==> src/rtl/fir_pkg.sv <==
`default_nettype none
// ----------------------------------------------------------------------------
// Module      : fir_pkg
// Description : Shared constants and width helpers for par_unfolded_fir.
//               Build option: FIR_PIPE_EN (adds a product register stage).
// Revision    : 1.0 - initial release
// ----------------------------------------------------------------------------
package fir_pkg;

  localparam int DEF_NB     = 7;
  localparam int DEF_N_TAPS = 11;
  localparam int DEF_J      = 3;

`ifdef FIR_PIPE_EN
  localparam int LATENCY = 3;
`else
  localparam int LATENCY = 2;
`endif

  function automatic int acc_width(input int nb, input int n_taps);
    return 2*nb + $clog2(n_taps);
  endfunction

  // Output is a Q1.(NB-1) rescale of the full-precision accumulator.
  function automatic int out_lsb(input int nb);
    return nb - 1;
  endfunction

  function automatic int out_msb(input int nb);
    return 2*nb - 2;
  endfunction

endpackage
`default_nettype wire

==> src/rtl/fir_lane_mac.sv <==
`default_nettype none
// ----------------------------------------------------------------------------
// Module      : fir_lane_mac
// Description : One-lane multiply-accumulate over an N_TAPS sample window.
//               Build option: FIR_PIPE_EN registers the products.
// Revision    : 1.0 - initial release
// ----------------------------------------------------------------------------
module fir_lane_mac
  import fir_pkg::*;
#(
  parameter int NB     = DEF_NB,
  parameter int N_TAPS = DEF_N_TAPS
) (
`ifdef FIR_PIPE_EN
  input  logic                   clk_i,
  input  logic                   rst_i,
`endif
  input  logic [N_TAPS*NB-1:0]   win_i,
  input  logic [N_TAPS*NB-1:0]   h_i,
  output logic [NB-1:0]          y_o
);

  localparam int PW      = 2*NB;
  localparam int AW      = acc_width(NB, N_TAPS);
  localparam int OUT_LSB = out_lsb(NB);

  logic signed [PW-1:0] prod_d [N_TAPS];
  logic signed [PW-1:0] prod   [N_TAPS];
  logic signed [AW-1:0] acc;

  always_comb begin
    for (int i = 0; i < N_TAPS; i++) begin
      prod_d[i] = PW'($signed(win_i[i*NB +: NB])) * PW'($signed(h_i[i*NB +: NB]));
    end
  end

`ifdef FIR_PIPE_EN
  logic signed [PW-1:0] prod_q [N_TAPS];

  always_ff @(posedge clk_i) begin
    for (int i = 0; i < N_TAPS; i++) begin
      if (rst_i) begin
        prod_q[i] <= '0;
      end else begin
        prod_q[i] <= prod_d[i];
      end
    end
  end

  always_comb begin
    for (int i = 0; i < N_TAPS; i++) begin
      prod[i] = prod_q[i];
    end
  end
`else
  always_comb begin
    for (int i = 0; i < N_TAPS; i++) begin
      prod[i] = prod_d[i];
    end
  end
`endif

  always_comb begin
    acc = '0;
    for (int i = 0; i < N_TAPS; i++) begin
      acc = acc + AW'(prod[i]);
    end
  end

  // Truncating cast keeps the wrap-around behaviour on overflow.
  assign y_o = NB'(acc >>> OUT_LSB);

endmodule
`default_nettype wire

==> src/rtl/par_unfolded_fir.sv <==
`default_nettype none
// ----------------------------------------------------------------------------
// Module      : par_unfolded_fir
// Description : J-way unfolded direct-form FIR, J samples per valid cycle.
//               Build option: FIR_PIPE_EN (latency 3 instead of 2).
// Revision    : 1.0 - initial release
// ----------------------------------------------------------------------------
module par_unfolded_fir
  import fir_pkg::*;
#(
  parameter int NB     = DEF_NB,
  parameter int N_TAPS = DEF_N_TAPS,
  parameter int J      = DEF_J
) (
  input  logic                  CLK,
  input  logic                  RST,
  input  logic                  VIN,
  input  logic [J*NB-1:0]       DIN,
  input  logic [N_TAPS*NB-1:0]  H,
  output logic                  VOUT,
  output logic [J*NB-1:0]       DOUT
);

  localparam int HL = N_TAPS - 1;
  localparam int SL = HL + J;

  logic [J*NB-1:0]    din_q;
  logic [HL*NB-1:0]   hist_q;
  logic [HL*NB-1:0]   hist_d;
  logic [SL*NB-1:0]   seq;
  logic [LATENCY-1:0] vld_q;
  logic [LATENCY-1:0] vld_d;
  logic [J*NB-1:0]    dout_q;
  logic [J*NB-1:0]    dout_d;

  // Sample stream, oldest at index 0: history followed by the current block.
  assign seq    = {din_q, hist_q};
  assign hist_d = seq[SL*NB-1 -: HL*NB];
  assign vld_d  = {vld_q[LATENCY-2:0], VIN};

  always_ff @(posedge CLK) begin
    if (RST) begin
      din_q  <= '0;
      hist_q <= '0;
      vld_q  <= '0;
      dout_q <= '0;
    end else begin
      vld_q <= vld_d;
      if (VIN) begin
        din_q  <= DIN;
        hist_q <= hist_d;
      end
      if (vld_q[LATENCY-2]) begin
        dout_q <= dout_d;
      end
    end
  end

  for (genvar k = 0; k < J; k++) begin : g_lane
    logic [N_TAPS*NB-1:0] win;

    always_comb begin
      win = '0;
      for (int i = 0; i < N_TAPS; i++) begin
        win[i*NB +: NB] = seq[(HL+k-i)*NB +: NB];
      end
    end

    fir_lane_mac #(
      .NB     (NB),
      .N_TAPS (N_TAPS)
    ) u_mac (
`ifdef FIR_PIPE_EN
      .clk_i  (CLK),
      .rst_i  (RST),
`endif
      .win_i  (win),
      .h_i    (H),
      .y_o    (dout_d[k*NB +: NB])
    );
  end

  assign VOUT = vld_q[LATENCY-1];
  assign DOUT = dout_q;

endmodule
`default_nettype wire

==> config.mk <==
export PLATFORM = sky130hd
export DESIGN_NAME = par_unfolded_fir
export DESIGN_NICKNAME = d
export VERILOG_FILES = /design/src/rtl/fir_pkg.sv /design/src/rtl/fir_lane_mac.sv /design/src/rtl/par_unfolded_fir.sv
export SDC_FILE = /design/constraint.sdc
export NUM_CORES = 2
export LEC_CHECK = 0
export BUFFER_PORTS_ARGS = -buffer_cell sky130_fd_sc_hd__buf_2
export CORE_MARGIN = 2
export CORE_UTILIZATION = 47
export CTS_BUF_LIST = sky130_fd_sc_hd__clkbuf_2
export DETAILED_ROUTE_END_ITERATION = 16
export PLACE_DENSITY = 0.74
export SLEW_MARGIN = 20
export SYNTH_ARGS = -nofsm -noshare
export SYNTH_HDL_FRONTEND = slang
export SYNTH_HIERARCHICAL = 1
export SYNTH_SLANG_ARGS = --single-unit
==> constraint.sdc <==
create_clock -name CLK -period 9.9 [get_ports CLK]
set_clock_uncertainty 0.15 [all_clocks]
set_input_delay 2.97 -clock CLK [delete_from_list [all_inputs] [get_ports CLK]]
set_output_delay 2.97 -clock CLK [all_outputs]
set_load 0.1 [all_outputs]
==> out/metrics.csv <==
metric,value,unit
status,finished clean,
fp.dieArea,141000,sq um
num_vias,48800,
root_buffer,clkbuf_2,
antenna_found_initial,15,
fin_cells,9159,
fin_util,0.537,
viasPerCell,5.33,
worst_pin_slew,1.28,ns
post_dp_cell_area,73500,sq um
die_x,376,microns
start_kind,input pin,
setup_viol,0,
ios,123,
slew_headroom,0.147,
yosys_warnings,6,
synth.area.top_cells,"fa_1 (54%), inv_1 (11%), ha_1 (9.9%), and2_1 (8.0%), xnor2_1 (3.7%)",
hold_viol,0,
clockBufferDepth,2,
first_pass_iters,6,
crit_arrival,10.85,ns
cts_made_buffers,17,
drt-wirelength-per-cell,28.1,microns
wl,257000,microns
post-route-min-period,9.85,ns
cp_common_cell,fa_1,
area_delta_synth_final,13.5,%
stdcell_area,73900,sq um
synth-seq-cells,114,
rows,136,
slowest_stage,fa_1,
grt_pass1_vias,53500,
place_inst,9111,
drt_iter0_drc,5329,
power_density,418,nW/um^2
synth-main-ff-cell,dfxtp_1,
coreArea,137000,sq um
crit_type,input pin to flop,
grt_first_pass_wirelength,376000,microns
htree_levels,4,
slowest_delay,0.58,ns
dp.final_hpwl,221000,microns
track_usage,0.379,
drive_above_1_share,0.122,
final_nets,9708,
finalCritPeriodShare,0.995,
synth_cells,6560,
drv_slew,0,
fmax,102,MHz
cts_sinks,114,
leakage,39.1,nW
gp_congestion,1.05,
maxCapViolCount,0,
syn_nets,8932,
critPathTopFamily,adder cells,
clk_pin_slew_worst_paths,0.24,ns
worst-path-buf-inv,6,
synth_top_area_share,0.540,
io_buffers,122,
rsz0062_at_grt,yes,
synth_area_leader_cell,fa_1,
synthesis.area,65100,sq um
vdd_ir_drop_max,1.96,mV
async_flop_share,0,
cts_setup_buffers,0,
synth_edf_count,0,
cp-end-kind,flop,
antenna_left,0,
cts_tree,built,
drc,0,
seq_area_frac_synth,0.0351,
ys_types,41,
critPathRequiredTime,10.91,ns
insertion_delay,1.41,ns
finalPower,30.9,mW
synth_area_per_cell,9.92,sq um
hp-class,flop to flop,
overflow,0,
cp_max_fo,11,
die_h,376,microns
initial_utilization,0.473,
grt_max_degree,78,
-- power breakdown --
part	switching, mW	leakage, nW	internal (mW)	total (mW)
sequential	0.0759	0.934	0.529	0.605
combinational	15.4	38.0	14.4	29.8
clock	0.344	0.150	0.128	0.471
total	15.9	39.1	15.1	30.9
-- synthesized netlist by cell type, types with 2 or more instances --
cell type	number
nand2_1	547
fa_1	1755
xnor3_1	12
inv_1	1892
clkbuf_1	13
nand2_2	2
o211ai_1	2
o21bai_1	3
nand2b_1	134
nor2b_1	25
and2_2	8
buf_12	8
xnor2_1	273
clkbuf_2	2
mux2i_1	121
nor2_1	171
o21ai_0	5
xnor2_2	2
nand3_1	2
nand2_4	2
and2_1	832
xnor2_4	2
and4b_1	3
a31o_2	2
a311oi_1	2
a21oi_1	22
dfxtp_1	114
buf_6	4
buf_4	4
ha_1	516
xor2_1	47
a21o_1	8
nor2b_2	2
buf_2	16
-- final cells by class --
cell class	instances	area [sq um]
tap	1794	2240
clock buffer	17	85.1
multi-input combinational	4505	55400
sequential	114	2300
timing repair buffer	804	6540
antenna	16	40.0
inverter	1894	7130
clock inverter	15	173
fill	12300	63600
-- state kept, by name, indices dropped and copies added, names as in the netlist --
signal and count:
hist_q 70, DOUT 21, din_q 21, vld_q 2
-- cells by family after synthesis --
kind of cell / count (synthesis) / synth area share
multiplexers: 121 / 0.0186
buffers and inverters: 1941 / 0.115
adder cells (fa/ha/maj): 2271 / 0.639
flip-flops: 114 / 0.0351
AO/OA/AOI/OAI: 47 / 0.00450
AND/OR/NAND/NOR: 1730 / 0.139
XOR/XNOR: 336 / 0.0486
-- placed cells by master, fill, tap and decap left out, types with 14 or more instances in the layout --
cell type | synthesis | layout
buf_12 | 8 | 62
dfxtp_2 | 0 | 14
xor2_1 | 47 | 47
nor2_1 | 171 | 171
mux2i_1 | 121 | 121
xnor2_1 | 273 | 270
a21oi_1 | 22 | 19
buf_4 | 4 | 622
and2_1 | 832 | 830
dfxtp_1 | 114 | 100
nand2b_1 | 134 | 134
clkbuf_2 | 2 | 17
nand2_1 | 547 | 544
ha_1 | 516 | 516
inv_1 | 1892 | 1886
nor2b_1 | 25 | 25
fa_1 | 1755 | 1751
buf_2 | 16 | 113
diode_2 | 0 | 16
-- stage by stage --
| stage | TNS, ns | hold slack (ns) | setup WS, ns |
|---|---|---|---|
| 2_1_floorplan | -0.725 | 0.334 | -0.277 |
| 3_3_place_gp | -17.90 | 0.320 | -1.44 |
| 3_5_place_dp | -19.18 | 0.330 | -1.53 |
| 4_1_cts | 0 | 0.378 | 0.0852 |
| 5_1_grt | -0.0534 | 0.406 | -0.0534 |
| 6_report | 0 | 0.375 | 0.0543 |
-- timing repair --
item,in CTS,in global routing
endpoints found under the hold margin,0,0
setup endpoints to repair,1,4
pin swaps,0,4
hold buffers,0,0
resized for setup,1,16
-- worst paths after layout --
kind | from | endpoint | slack (ns) | cells past startpoint
min | DOUT[7] | DOUT[7] | 0.38 | 2
max | H[22] | DOUT[20] | 0.05 | 28
max reg2reg | hist_q[48] | DOUT[13] | 0.80 | 24
min reg2reg | DOUT[7] | DOUT[7] | 0.38 | 2
-- worst min-delay path, stage by stage (launching register included) --
cell and delay, ns:
dfxtp_1 0.38, mux2i_1 0.06, nor2_1 0.07
-- per-layer routing --
metal  share of wire  routed length [microns]  GRT usage  up-vias
met2            0.42                   109000      0.554     3061
met1            0.37                    95300      0.485    24900
li1                -                        -          -    20100
met5               0                        0          0        -
met4           0.096                    24600      0.281        0
met3            0.11                    28600     0.0994      724
Note: power is estimated with default switching activity, not from simulation.
